===== src/rtl/rs_pkg.sv =====
// Shared Reed-Solomon package for the RS(204,188) decoder stages.
// Holds the GF(2^8) field constants (primitive poly 0x11D), code sizes, the
// GF multiply function, the constant GF inverse table and the BM FSM state type.
package rs_pkg;

    localparam int unsigned SYM_W  = 8;
    localparam int unsigned T_CAP  = 8;
    localparam int unsigned N_SYND = 2 * T_CAP;
    // Reduction polynomial without the implicit x^8 term.
    localparam logic [SYM_W-1:0] GF_POLY = 8'h1D;

    typedef logic [SYM_W-1:0] sym_t;
    typedef logic [T_CAP:0][SYM_W-1:0] poly_t;

    localparam poly_t POLY_ONE = {{T_CAP{8'h00}}, 8'h01};

    typedef enum logic [1:0] {StIdle, StIter, StFin} bm_state_e;

    // Polynomial-basis multiply with reduction by x^8 + GF_POLY.
    function automatic sym_t gf_mul(input sym_t a, input sym_t b);
        sym_t acc;
        sym_t aa;
        sym_t bb;
        acc = '0;
        aa  = a;
        bb  = b;
        for (int i = 0; i < int'(SYM_W); i++) begin
            if (bb[0]) acc = acc ^ aa;
            aa = aa[SYM_W-1] ? ((aa << 1) ^ GF_POLY) : (aa << 1);
            bb = bb >> 1;
        end
        return acc;
    endfunction

    // Inverse table built from the alpha power sequence: inv(alpha^k) = alpha^(255-k).
    // Entry 0 stays 0.
    function automatic logic [255:0][SYM_W-1:0] gen_inv_table();
        logic [255:0][SYM_W-1:0] tbl;
        logic [255:0][SYM_W-1:0] pw;
        sym_t                    p;
        int                      j;
        tbl = '0;
        pw  = '0;
        p   = 8'h01;
        for (int k = 0; k < 255; k++) begin
            pw[k[7:0]] = p;
            p = gf_mul(p, 8'h02);
        end
        for (int k = 0; k < 255; k++) begin
            j = (255 - k) % 255;
            tbl[pw[k[7:0]]] = pw[j[7:0]];
        end
        return tbl;
    endfunction

    localparam logic [255:0][SYM_W-1:0] GF_INV = gen_inv_table();

endpackage


===== src/rtl/rs_berlekamp_massey_if.sv =====
// Handshake/data bundle between the syndrome stage (master) and the
// Berlekamp-Massey key-equation stage (slave).
//   Start/Synd           : request strobe and S1..S16 (S1 at [7:0])
//   Busy/Done            : run status and one-cycle result strobe
//   Lambda_Out/L_Out/Fail: error locator (Lambda_0 at [7:0]), length, uncorrectable flag
interface rs_berlekamp_massey_if;
    import rs_pkg::*;

    logic                             Start;
    logic [N_SYND*SYM_W-1:0]          Synd;
    logic                             Busy;
    logic                             Done;
    logic [(T_CAP+1)*SYM_W-1:0]       Lambda_Out;
    logic [4:0]                       L_Out;
    logic                             Fail;

    modport master (output Start, Synd, input Busy, Done, Lambda_Out, L_Out, Fail);
    modport slave  (input Start, Synd, output Busy, Done, Lambda_Out, L_Out, Fail);

endinterface


===== src/rtl/gf256_mul.sv =====
// Combinational GF(2^8) multiplier (poly 0x11D).
//   a_i, b_i : operands
//   p_o      : product
module gf256_mul
    import rs_pkg::*;
(
    input  sym_t a_i,
    input  sym_t b_i,
    output sym_t p_o
);

    assign p_o = gf_mul(a_i, b_i);

endmodule


===== src/rtl/rs_berlekamp_massey.sv =====
// Berlekamp-Massey key-equation solver, one iteration per clock.
//   Clk   : rising-edge clock
//   Reset : synchronous active-high reset
//   bus   : slave side of rs_berlekamp_massey_if (Start/Synd in;
//           Busy/Done/Lambda_Out/L_Out/Fail out)
// Start in IDLE latches the syndromes; 16 iterations follow, then FIN
// registers the result and pulses Done.
module rs_berlekamp_massey
    import rs_pkg::*;
(
    input logic                  Clk,
    input logic                  Reset,
    rs_berlekamp_massey_if.slave bus
);

    bm_state_e                    state_q, state_d;
    logic [N_SYND-1:0][SYM_W-1:0] s_q;
    poly_t                        lambda_q, b_q;
    logic [4:0]                   l_q, r_q;

    poly_t                        lambda_out_q;
    logic [4:0]                   l_out_q;
    logic                         fail_q, done_q;

    logic                         busy, load_en, iter_en, fin_en;

    poly_t synd_win;   // S[r-i] aligned with Lambda_i, zero where r-i <= 0
    poly_t dprod;      // Lambda_i * S[r-i]
    poly_t xb;         // x*B, top coefficient dropped
    poly_t dxb;        // Delta * x*B
    poly_t binv;       // Delta^-1 * Lambda
    poly_t t_poly;
    sym_t  delta, delta_inv;
    logic  len_change;
    logic  fail_c;

    // ---------------- Datapath (combinational) ----------------
    always_comb begin
        logic [4:0] idx;
        synd_win = '0;
        idx      = '0;
        for (int i = 0; i <= int'(T_CAP); i++) begin
            idx = r_q - 5'(i) - 5'd1;
            if (int'(r_q) > i) synd_win[i] = s_q[idx[3:0]];
        end
    end

    assign xb = {b_q[T_CAP-1:0], 8'h00};

    for (genvar g = 0; g <= T_CAP; g++) begin : g_mul
        gf256_mul u_delta (.a_i(lambda_q[g]), .b_i(synd_win[g]), .p_o(dprod[g]));
        gf256_mul u_dxb   (.a_i(delta),       .b_i(xb[g]),       .p_o(dxb[g]));
        gf256_mul u_binv  (.a_i(delta_inv),   .b_i(lambda_q[g]), .p_o(binv[g]));
    end

    always_comb begin
        delta = '0;
        for (int i = 0; i <= int'(T_CAP); i++) delta = delta ^ dprod[i];
    end

    assign delta_inv  = GF_INV[delta];
    assign t_poly     = lambda_q ^ dxb;
    // 2L <= r-1, evaluated in 6 bits so 2L cannot wrap.
    assign len_change = ({l_q, 1'b0} <= ({1'b0, r_q} - 6'd1));

    // Degree check: L beyond T_CAP cannot be indexed, it is a failure by itself.
    always_comb begin
        fail_c = 1'b0;
        if (l_q > 5'(T_CAP)) fail_c = 1'b1;
        else                 fail_c = (lambda_q[l_q[3:0]] == '0);
    end

    // ---------------- FSM ----------------
    always_ff @(posedge Clk) begin
        if (Reset) state_q <= StIdle;
        else       state_q <= state_d;
    end

    always_comb begin
        state_d = state_q;
        unique case (state_q)
            StIdle:  if (bus.Start) state_d = StIter;
            StIter:  if (r_q == 5'(N_SYND)) state_d = StFin;
            StFin:   state_d = StIdle;
            default: state_d = StIdle;
        endcase
    end

    always_comb begin
        busy    = (state_q != StIdle);
        load_en = (state_q == StIdle) && bus.Start;
        iter_en = (state_q == StIter);
        fin_en  = (state_q == StFin);
    end

    // ---------------- Registers ----------------
    always_ff @(posedge Clk) begin
        if (Reset) begin
            s_q          <= '0;
            lambda_q     <= '0;
            b_q          <= '0;
            l_q          <= '0;
            r_q          <= '0;
            lambda_out_q <= '0;
            l_out_q      <= '0;
            fail_q       <= 1'b0;
            done_q       <= 1'b0;
        end else begin
            done_q <= fin_en;
            if (load_en) begin
                s_q      <= bus.Synd;
                lambda_q <= POLY_ONE;
                b_q      <= POLY_ONE;
                l_q      <= '0;
                r_q      <= 5'd1;
            end
            if (iter_en) begin
                r_q <= r_q + 5'd1;
                if (delta != '0) begin
                    lambda_q <= t_poly;
                    if (len_change) begin
                        b_q <= binv;
                        l_q <= r_q - l_q;
                    end else begin
                        b_q <= xb;
                    end
                end else begin
                    b_q <= xb;
                end
            end
            if (fin_en) begin
                lambda_out_q <= lambda_q;
                l_out_q      <= l_q;
                fail_q       <= fail_c;
            end
        end
    end

    assign bus.Busy       = busy;
    assign bus.Done       = done_q;
    assign bus.Lambda_Out = lambda_out_q;
    assign bus.L_Out      = l_out_q;
    assign bus.Fail       = fail_q;

endmodule

===== src/flat_wrapper.sv =====
// flat-port wrapper written by rule: the top's interface ports become plain ports
module rs_berlekamp_massey_flat import rs_pkg::*;
  (Clk, Reset, bus_Start, bus_Synd, bus_Busy, bus_Done, bus_Lambda_Out, bus_L_Out, bus_Fail);
  rs_berlekamp_massey_if bus_i ();
  input logic Clk;
  input logic Reset;
  input wire logic [$bits(bus_i.Start)-1:0] bus_Start;
  input wire logic [$bits(bus_i.Synd)-1:0] bus_Synd;
  output wire logic [$bits(bus_i.Busy)-1:0] bus_Busy;
  output wire logic [$bits(bus_i.Done)-1:0] bus_Done;
  output wire logic [$bits(bus_i.Lambda_Out)-1:0] bus_Lambda_Out;
  output wire logic [$bits(bus_i.L_Out)-1:0] bus_L_Out;
  output wire logic [$bits(bus_i.Fail)-1:0] bus_Fail;
  assign bus_i.Start = bus_Start;
  assign bus_i.Synd = bus_Synd;
  assign bus_Busy = bus_i.Busy;
  assign bus_Done = bus_i.Done;
  assign bus_Lambda_Out = bus_i.Lambda_Out;
  assign bus_L_Out = bus_i.L_Out;
  assign bus_Fail = bus_i.Fail;
  rs_berlekamp_massey u_core (.Clk(Clk), .Reset(Reset), .bus(bus_i));
endmodule

===== config.mk =====
export PLATFORM = sky130hd
export DESIGN_NAME = rs_berlekamp_massey_flat
export DESIGN_NICKNAME = d
export VERILOG_FILES = /design/src/rtl/rs_pkg.sv /design/src/rtl/rs_berlekamp_massey_if.sv /design/src/rtl/gf256_mul.sv /design/src/rtl/rs_berlekamp_massey.sv /design/src/flat_wrapper.sv
export SDC_FILE = /design/constraint.sdc
export NUM_CORES = 2
export LEC_CHECK = 0
export ABC_CLOCK_PERIOD_IN_PS = 13980
export BUFFER_PORTS_ARGS = -buffer_cell sky130_fd_sc_hd__buf_4
export CORE_MARGIN = 1.5
export CORE_UTILIZATION = 36
export CTS_CLUSTER_SIZE = 24
export DETAILED_ROUTE_END_ITERATION = 7
export PLACE_DENSITY = 0.51
export SLEW_MARGIN = 30
export SYNTH_ARGS = -nofsm -noshare
export SYNTH_HDL_FRONTEND = slang
export SYNTH_SLANG_ARGS = --single-unit

===== constraint.sdc =====
create_clock -name Clk -period 13.98 [get_ports Clk]
set_clock_uncertainty 0.2 [all_clocks]
set_input_delay 4.194 -clock Clk [delete_from_list [all_inputs] [get_ports Clk]]
set_output_delay 4.194 -clock Clk [all_outputs]
set_load 0.05 [all_outputs]

Word-level counts from Yosys, hierarchy flattened
Memories as Yosys holds them, arrays and structs flattened.
Index checks and enable logic that the tools add are counted.
{ "totals": {"register_bits": 355, "romBits": 2048, "in_bits": 131, "output_inout_bits": 80, "word_cells": 687, "memories": 1} }
{ "op_classes": {"addsub": 19, "n_lt_le_gt_ge": 22, "eq_ne": 5, "n_mux": 324, "bitwise": 261, "reduce_logical": 7} }
{ "mem_list": {"columns": ["name", "depth", "width", "read_ports", "rd_clocked_by_memory_dff", "wr", "line_no", "text"], "rows": [
  ["(name not given)", 256, 8, 1, 0, 0, "rs_berlekamp_massey.sv:61", "assign delta_inv = GF_INV[delta];"]
]} }
{ "ops": {"columns": ["operator", "count"], "rows": [
  ["8-bit 2-to-1 mux", 220],
  ["8-bit bitwise XOR", 183],
  ["5-bit 2-to-1 mux", 83],
  ["8-bit binary-select mux with 4-bit select", 10],
  ["4-bit inverter", 77],
  ["64-bit 2-to-1 mux", 4],
  ["72-bit 2-to-1 mux", 3],
  ["72-bit bitwise XOR", 1],
  ["4-bit by 5-bit less-than comparator with 1-bit output (second input constant)", 10],
  ["4-bit by 1-bit subtractor with 4-bit output (second input constant)", 9],
  ["5-bit by 3-bit > comparator with 1-bit output (second input constant)", 4],
  ["4-bit by 3-bit subtractor with 4-bit output (second input constant)", 4],
  ["5-bit by 1-bit > comparator with 1-bit output (second input constant)", 2],
  ["5-bit by 2-bit > comparator with 1-bit output (second input constant)", 2],
  ["5-bit by 4-bit > comparator with 1-bit output (second input constant)", 2],
  ["8-bit by 9-bit less-than comparator with 1-bit output (second input constant)", 1],
  ["8-bit zero test", 1],
  ["8-bit nonzero test", 1],
  ["4-bit by 2-bit subtractor with 4-bit output (second input constant)", 2],
  ["6-bit <= comparator", 1],
  ["5-bit by 1-bit subtractor with 6-bit output (second input constant)", 1],
  ["5-bit by 1-bit adder with 5-bit output (second input constant)", 1],
  ["5-bit == test (second input constant)", 1],
  ["5-bit subtractor", 1],
  ["11 further kinds", 14]
]} }

Depth between registers and ports, before layout
{ "logic_depth": {"depth_word": 49, "depth_mapped": 46, "ltp_nobuf": 30} }

Hierarchy
A second synthesis with hierarchy kept.
{ "unflattened": {"cells_unflattened": 7279, "hier_area_um2": 58123.2} }
{ "modules_own_cells": {"columns": ["module", "n_inst", "cells_per_inst", "area_each_um2", "seq_area_each_um2"], "rows": [
  ["gf256_mul at u_core.g_mul[0].u_binv ...", 25, 173, 1347.5, 0.0],
  ["rs_berlekamp_massey", 1, 2789, 23259.8, 7106.8],
  ["gf256_mul at u_core.g_mul[0].u_delta", 1, 165, 1174.9, 0.0]
]} }

Worst setup path before layout
Ideal clock, no wire load.
{ "synth_path": {"path_type": "register to register", "startpoint": "reg u_core.r_q[1]", "endpoint": "reg u_core.b_q[51] (netlist bit)", "setup_ps": 128, "t_arrival_ps": 9489, "required_time_ps": 13652, "setup_slack_ps": 4163, "stages_incl_launch_ff": 42, "period_less_slack_ps": 9817, "path_cell_list": "dfxtp_1 buf_4 buf_6 buf_6 buf_4 buf_4 inv_1 buf_2 ha_1 buf_6 buf_2 mux4_2 mux4_2 buf_2 nand3_1 xor2_1 xnor2_1 xnor3_1 (+6 left out) clkbuf_1 ha_1 clkbuf_1 inv_1 nand2_1 nor3b_1 a211oi_1 o32ai_1 o221ai_4 xnor2_2 buf_6 nand2_1 xnor2_1 xnor2_1 xnor3_1 xnor2_1 a222oi_1 nor2_1"} }
{ "synth_via": {"elab_chain_cells": 49} }
{ "synth_lines": {"columns": ["element", "line_no", "text"], "rows": [
  ["from (decl)", "rs_berlekamp_massey.sv:19", "logic [4:0] l_q, r_q;"],
  ["from (signal assigned)", "rs_berlekamp_massey.sv:118", "r_q <= r_q + 5'd1;"],
  ["4-bit by 1-bit subtractor with 4-bit output (2 in a row)", "rs_berlekamp_massey.sv:43", "idx = r_q - 5'(i) - 5'd1;"],
  ["8-bit binary-select mux with 4-bit select", "rs_berlekamp_massey.sv:44", "if (int'(r_q) > i) synd_win[i] = s_q[idx[3:0]];"],
  ["8-bit 2-to-1 mux (not written as such)", "rs_berlekamp_massey.sv:44", null],
  ["8-bit 2-to-1 mux", "rs_berlekamp_massey.sv:44", null],
  ["8-bit 2-to-1 mux", "rs_pkg.sv:28", "if (bb[0]) acc = acc ^ aa;"],
  ["8-bit bitwise XOR", "rs_pkg.sv:28", null],
  ["8-bit 2-to-1 mux", "rs_pkg.sv:28", null],
  ["8-bit bitwise XOR", "rs_pkg.sv:28", null],
  ["(+32 left out)", null, null],
  ["8-bit 2-to-1 mux", "rs_pkg.sv:28", null],
  ["8-bit bitwise XOR", "rs_pkg.sv:28", null],
  ["8-bit 2-to-1 mux", "rs_pkg.sv:28", null],
  ["8-bit bitwise XOR", "rs_pkg.sv:28", null],
  ["8-bit 2-to-1 mux", "rs_pkg.sv:28", null],
  ["64-bit 2-to-1 mux", "rs_berlekamp_massey.sv:121", "if (len_change) begin"],
  ["64-bit 2-to-1 mux (*)", "rs_berlekamp_massey.sv:119", "if (delta != '0) begin"],
  ["64-bit 2-to-1 mux (*)", "rs_berlekamp_massey.sv:117", "if (iter_en) begin"],
  ["to (signal assigned)", "rs_berlekamp_massey.sv:122", "b_q <= binv;"],
  ["to (decl)", "rs_berlekamp_massey.sv:18", "poly_t lambda_q, b_q;"]
]} }
Every way passes the cells marked *; elsewhere a longest branch is shown, timed or not. The select of a mux whose other input is x is not followed.
A chain may end at the register's enable or synchronous reset.

Worst setup path in the final report
{ "layout_path": {"startpoint": "reg u_core.r_q[1]", "endpoint": "reg u_core.b_q[45] (netlist bit)"} }
{ "layout_via": {"elab_chain_cells": 48} }
{ "layout_lines": {"columns": ["element", "line_no"], "rows": [
  ["4-bit by 1-bit subtractor with 4-bit output (2 in a row)", "rs_berlekamp_massey.sv:43"],
  ["8-bit binary-select mux with 4-bit select", "rs_berlekamp_massey.sv:44"],
  ["8-bit 2-to-1 mux (not written as such)", "rs_berlekamp_massey.sv:44"],
  ["8-bit 2-to-1 mux", "rs_berlekamp_massey.sv:44"],
  ["8-bit 2-to-1 mux", "rs_pkg.sv:28"],
  ["8-bit bitwise XOR", "rs_pkg.sv:28"],
  ["8-bit 2-to-1 mux", "rs_pkg.sv:28"],
  ["8-bit bitwise XOR", "rs_pkg.sv:28"],
  ["(+31 left out)", null],
  ["8-bit 2-to-1 mux", "rs_pkg.sv:28"],
  ["8-bit bitwise XOR", "rs_pkg.sv:28"],
  ["8-bit 2-to-1 mux", "rs_pkg.sv:28"],
  ["8-bit bitwise XOR", "rs_pkg.sv:28"],
  ["8-bit 2-to-1 mux", "rs_pkg.sv:28"],
  ["64-bit 2-to-1 mux", "rs_berlekamp_massey.sv:121"],
  ["64-bit 2-to-1 mux (*)", "rs_berlekamp_massey.sv:119"],
  ["64-bit 2-to-1 mux (*)", "rs_berlekamp_massey.sv:117"]
]} }
Marked as above.

==> run_results.csv <==
group,metric,value,unit
yosys,seq_area_frac_synth,0.140,
sta,holdWs,0.253,ns
cts,clock-root-buffer,"clkbuf_16",
power,cellLeakagePower,17.9,nW
global_routing,grt_max_degree,135,
layout,multi_input_area,40600,um^2
layout,fin_area,55300,um^2
cts,numCtsBuffers,47,
cts,clock_sinks,355,
yosys,ys.flop_type,"dfxtp_1",
yosys,postSynthAreaPerCell,7.33,um^2
routing,via_per_inst,6.14,
yosys,synth_compound_area_frac,0.157,
sta,hold_viol_final,0,
yosys,synth_enable_flop_cells,0,
global_routing,grt_overflow_total,0,
routing,num_vias,53200,
floorplan,die_y,378,um
layout,drive_gt1_frac,0.130,
place,gp_congestion,1.05,
layout,syn_to_final_growth,9.17,%
sta,slew_headroom,0.278,
setup_path,path_delay_family,"compound AO/OA/AOI/OAI gates",
setup_path,required,14.30,ns
layout,final_util,0.396,
yosys,syn_inst,6916,
sta,worst_slack,2.05,ns
yosys,synthDistinctLibCells,108,
global_routing,grt_antenna_before_repair,5,
routing,drc,0,
routing,first_pass_iters,6,
floorplan,row_count,137,
place,placed_cells,8559,
layout,fin_nets,6890,
yosys,async_flop_share,0,
cts,insertion_delay,0.67,ns
layout,fill_cells,14700,
place,dp_hpwl,188000,um
sta,finalCritPeriodShare,0.853,
yosys,yosysWarnings,0,
place,port_buffers,210,
routing,wirelength,262000,um
global_routing,track_usage,0.356,
cts,tritoncts,"done",
yosys,synth_nets,7073,
yosys,syn_area,50700,um^2
floorplan,initial_core_util,0.363,
floorplan,die_width,378,um
outcome,outcome,"finished, final reports clean",
floorplan,core-area,140000,um^2
global_routing,grt_pass1_vias,48400,
setup_path,crit_slowest_cell,"o21a_1",
floorplan,die_area,143000,um^2
global_routing,grt_pass1_wl,370000,um
power,p_per_area,68.8,nW/um^2
flow_run,cap_viol_max_count,0,
sta,tns,0,ns
sta,fmax,83.8,MHz
setup_path,cp_max_fo,44,
yosys,synthAdderAreaFrac,0.00656,
worst_hold_path,hold_class,"reg2reg",
setup_path,crit_buf_inv,3,
setup_path,end_kind,"register",
yosys,synthSimpleGateAreaFrac,0.213,
floorplan,io_pins,211,
setup_path,reg2reg_slack,2.05,ns
cts,ctsResizeCount,0,
sta,finalCriticalPeriod,11.93,ns
layout,seq_area,7120,um^2
place,post_dp_cell_area,53600,um^2
sta,rsz0062_at_grt,"no",
yosys,synth-seq-cells,355,
setup_path,crit_type,"reg2reg",
yosys,synth_xor_area_frac,0.300,
cts,post_cts_buffers,0,
sta,setup_viol,0,
yosys,synthMuxAreaShare,0.120,
layout,fin_cells,8651,
routing,initialDrtViolationCount,7752,
cts,cts.path.max_buffers,3,
routing,wire_per_inst,30.3,um
power,ir_worst_vdd,78.8,uV
power,p_total,3.81,mW
setup_path,worstPathArrival,12.25,ns
cts,htreeDepth,2,
place,post-place-ws,2.47,ns
cts,cts_hold_buffers,0,
setup_path,crit_path_max_incr_delay,0.90,ns
setup_path,critPathLaunchType,"register",
routing,ant_nets,0,
cts,clkTransAtPathRegs,0.07,ns
yosys,synth_top_family_by_area,"XOR/XNOR gates",
sta,worst_slew_pin_slew,1.08,ns
sta,slew_violations,0,
-- cell usage in the layout, fill, tap and decap left out, drive strengths merged, types with 60 or more instances in the layout --
cell    synthesis  layout
a21oi         420     420
a22oi         164     164
buf           247     432
clkbuf        417      64
dfxtp         355     355
inv            58      60
mux2i          88      88
mux4          221     221
nand2        1783    1783
nand3         217     217
nor2          339     339
nor3           85      85
o21ai         348     348
xnor2        1220    1220
xnor3          60      60
xor2          311     311
-- final cells by class --
cell class,instances,share of cell area
Antenna cell,6,0.000271
Clock buffer,64,0.0250
Clock inverter,21,0.00574
Inverter,63,0.00427
Multi-Input combinational cell,5834,0.733
Sequential cell,355,0.129
Tap cell,1876,0.0424
Timing Repair Buffer,432,0.0602
-- registers in the layout, summed over array words and instances, names as in the netlist --
signal / count
u_core.bus.L_Out: 5
u_core.s_q: 128
u_core.r_q: 5
u_core.bus.Done: 1
u_core.l_q: 5
u_core.state_q: 2
u_core.bus.Fail: 1
u_core.lambda_q: 72
u_core.bus.Lambda_Out: 72
u_core.b_q: 64
-- where the power goes --
part           internal (mW)  switching (mW)
combinational          0.395           0.896
sequential              1.04          0.0914
clock                  0.824           0.559
-- cell usage after synthesis (57+ instances only) --
cell type  count  area [um^2]
xnor3_1       57         1280
buf_2         90          450
mux4_2       220         4950
nor3_1        83          415
xor2_1       301         2640
nor2_1       336         1260
dfxtp_1      355         7110
nand2_1     1779         6680
o21ai_0      300         1500
clkbuf_1     417         1570
buf_1         86          323
a22oi_1      164         1230
mux2i_1       86          861
xnor2_1     1192        10400
nand3_1      216         1080
a21oi_1      419         2100
-- worst paths after layout --
check,startpoint,endpoint,cells after the start
setup / recovery,u_core.r_q[1],u_core.b_q[45],28
hold / removal,u_core.b_q[5],u_core.b_q[5],2
setup reg to reg,u_core.r_q[1],u_core.b_q[45],28
hold reg to reg,u_core.b_q[5],u_core.b_q[5],2
-- kinds of logic after synthesis --
kind of cell | count (synthesis)
flops | 355
xor+xnor | 1591
simple gates | 2621
mux | 326
buf+inv | 727
compound gates | 1270
fa+ha+maj | 26
-- metal layers --
layer / vias up / share of wire / global-route usage
met5: - / 0.000099 / 0
met4: 4 / 0.066 / 0.193
met3: 705 / 0.13 / 0.0900
met2: 3696 / 0.41 / 0.507
met1: 25700 / 0.40 / 0.487
li1: 23000 / - / -
-- worst reg2reg max path, delay by kind of cell (launching register included) --
family | cells | cell delay, ns
AOI/OAI and AO/OA | 8 | 2.93
xor gates and xnor gates | 10 | 2.65
adders and majority gates | 1 | 0.88
buffers and inverters | 3 | 1.45
DFF | 1 | 0.59
muxes | 1 | 0.40
and+or+nand+nor | 5 | 2.76
Power figures use the tool's default switching activity.
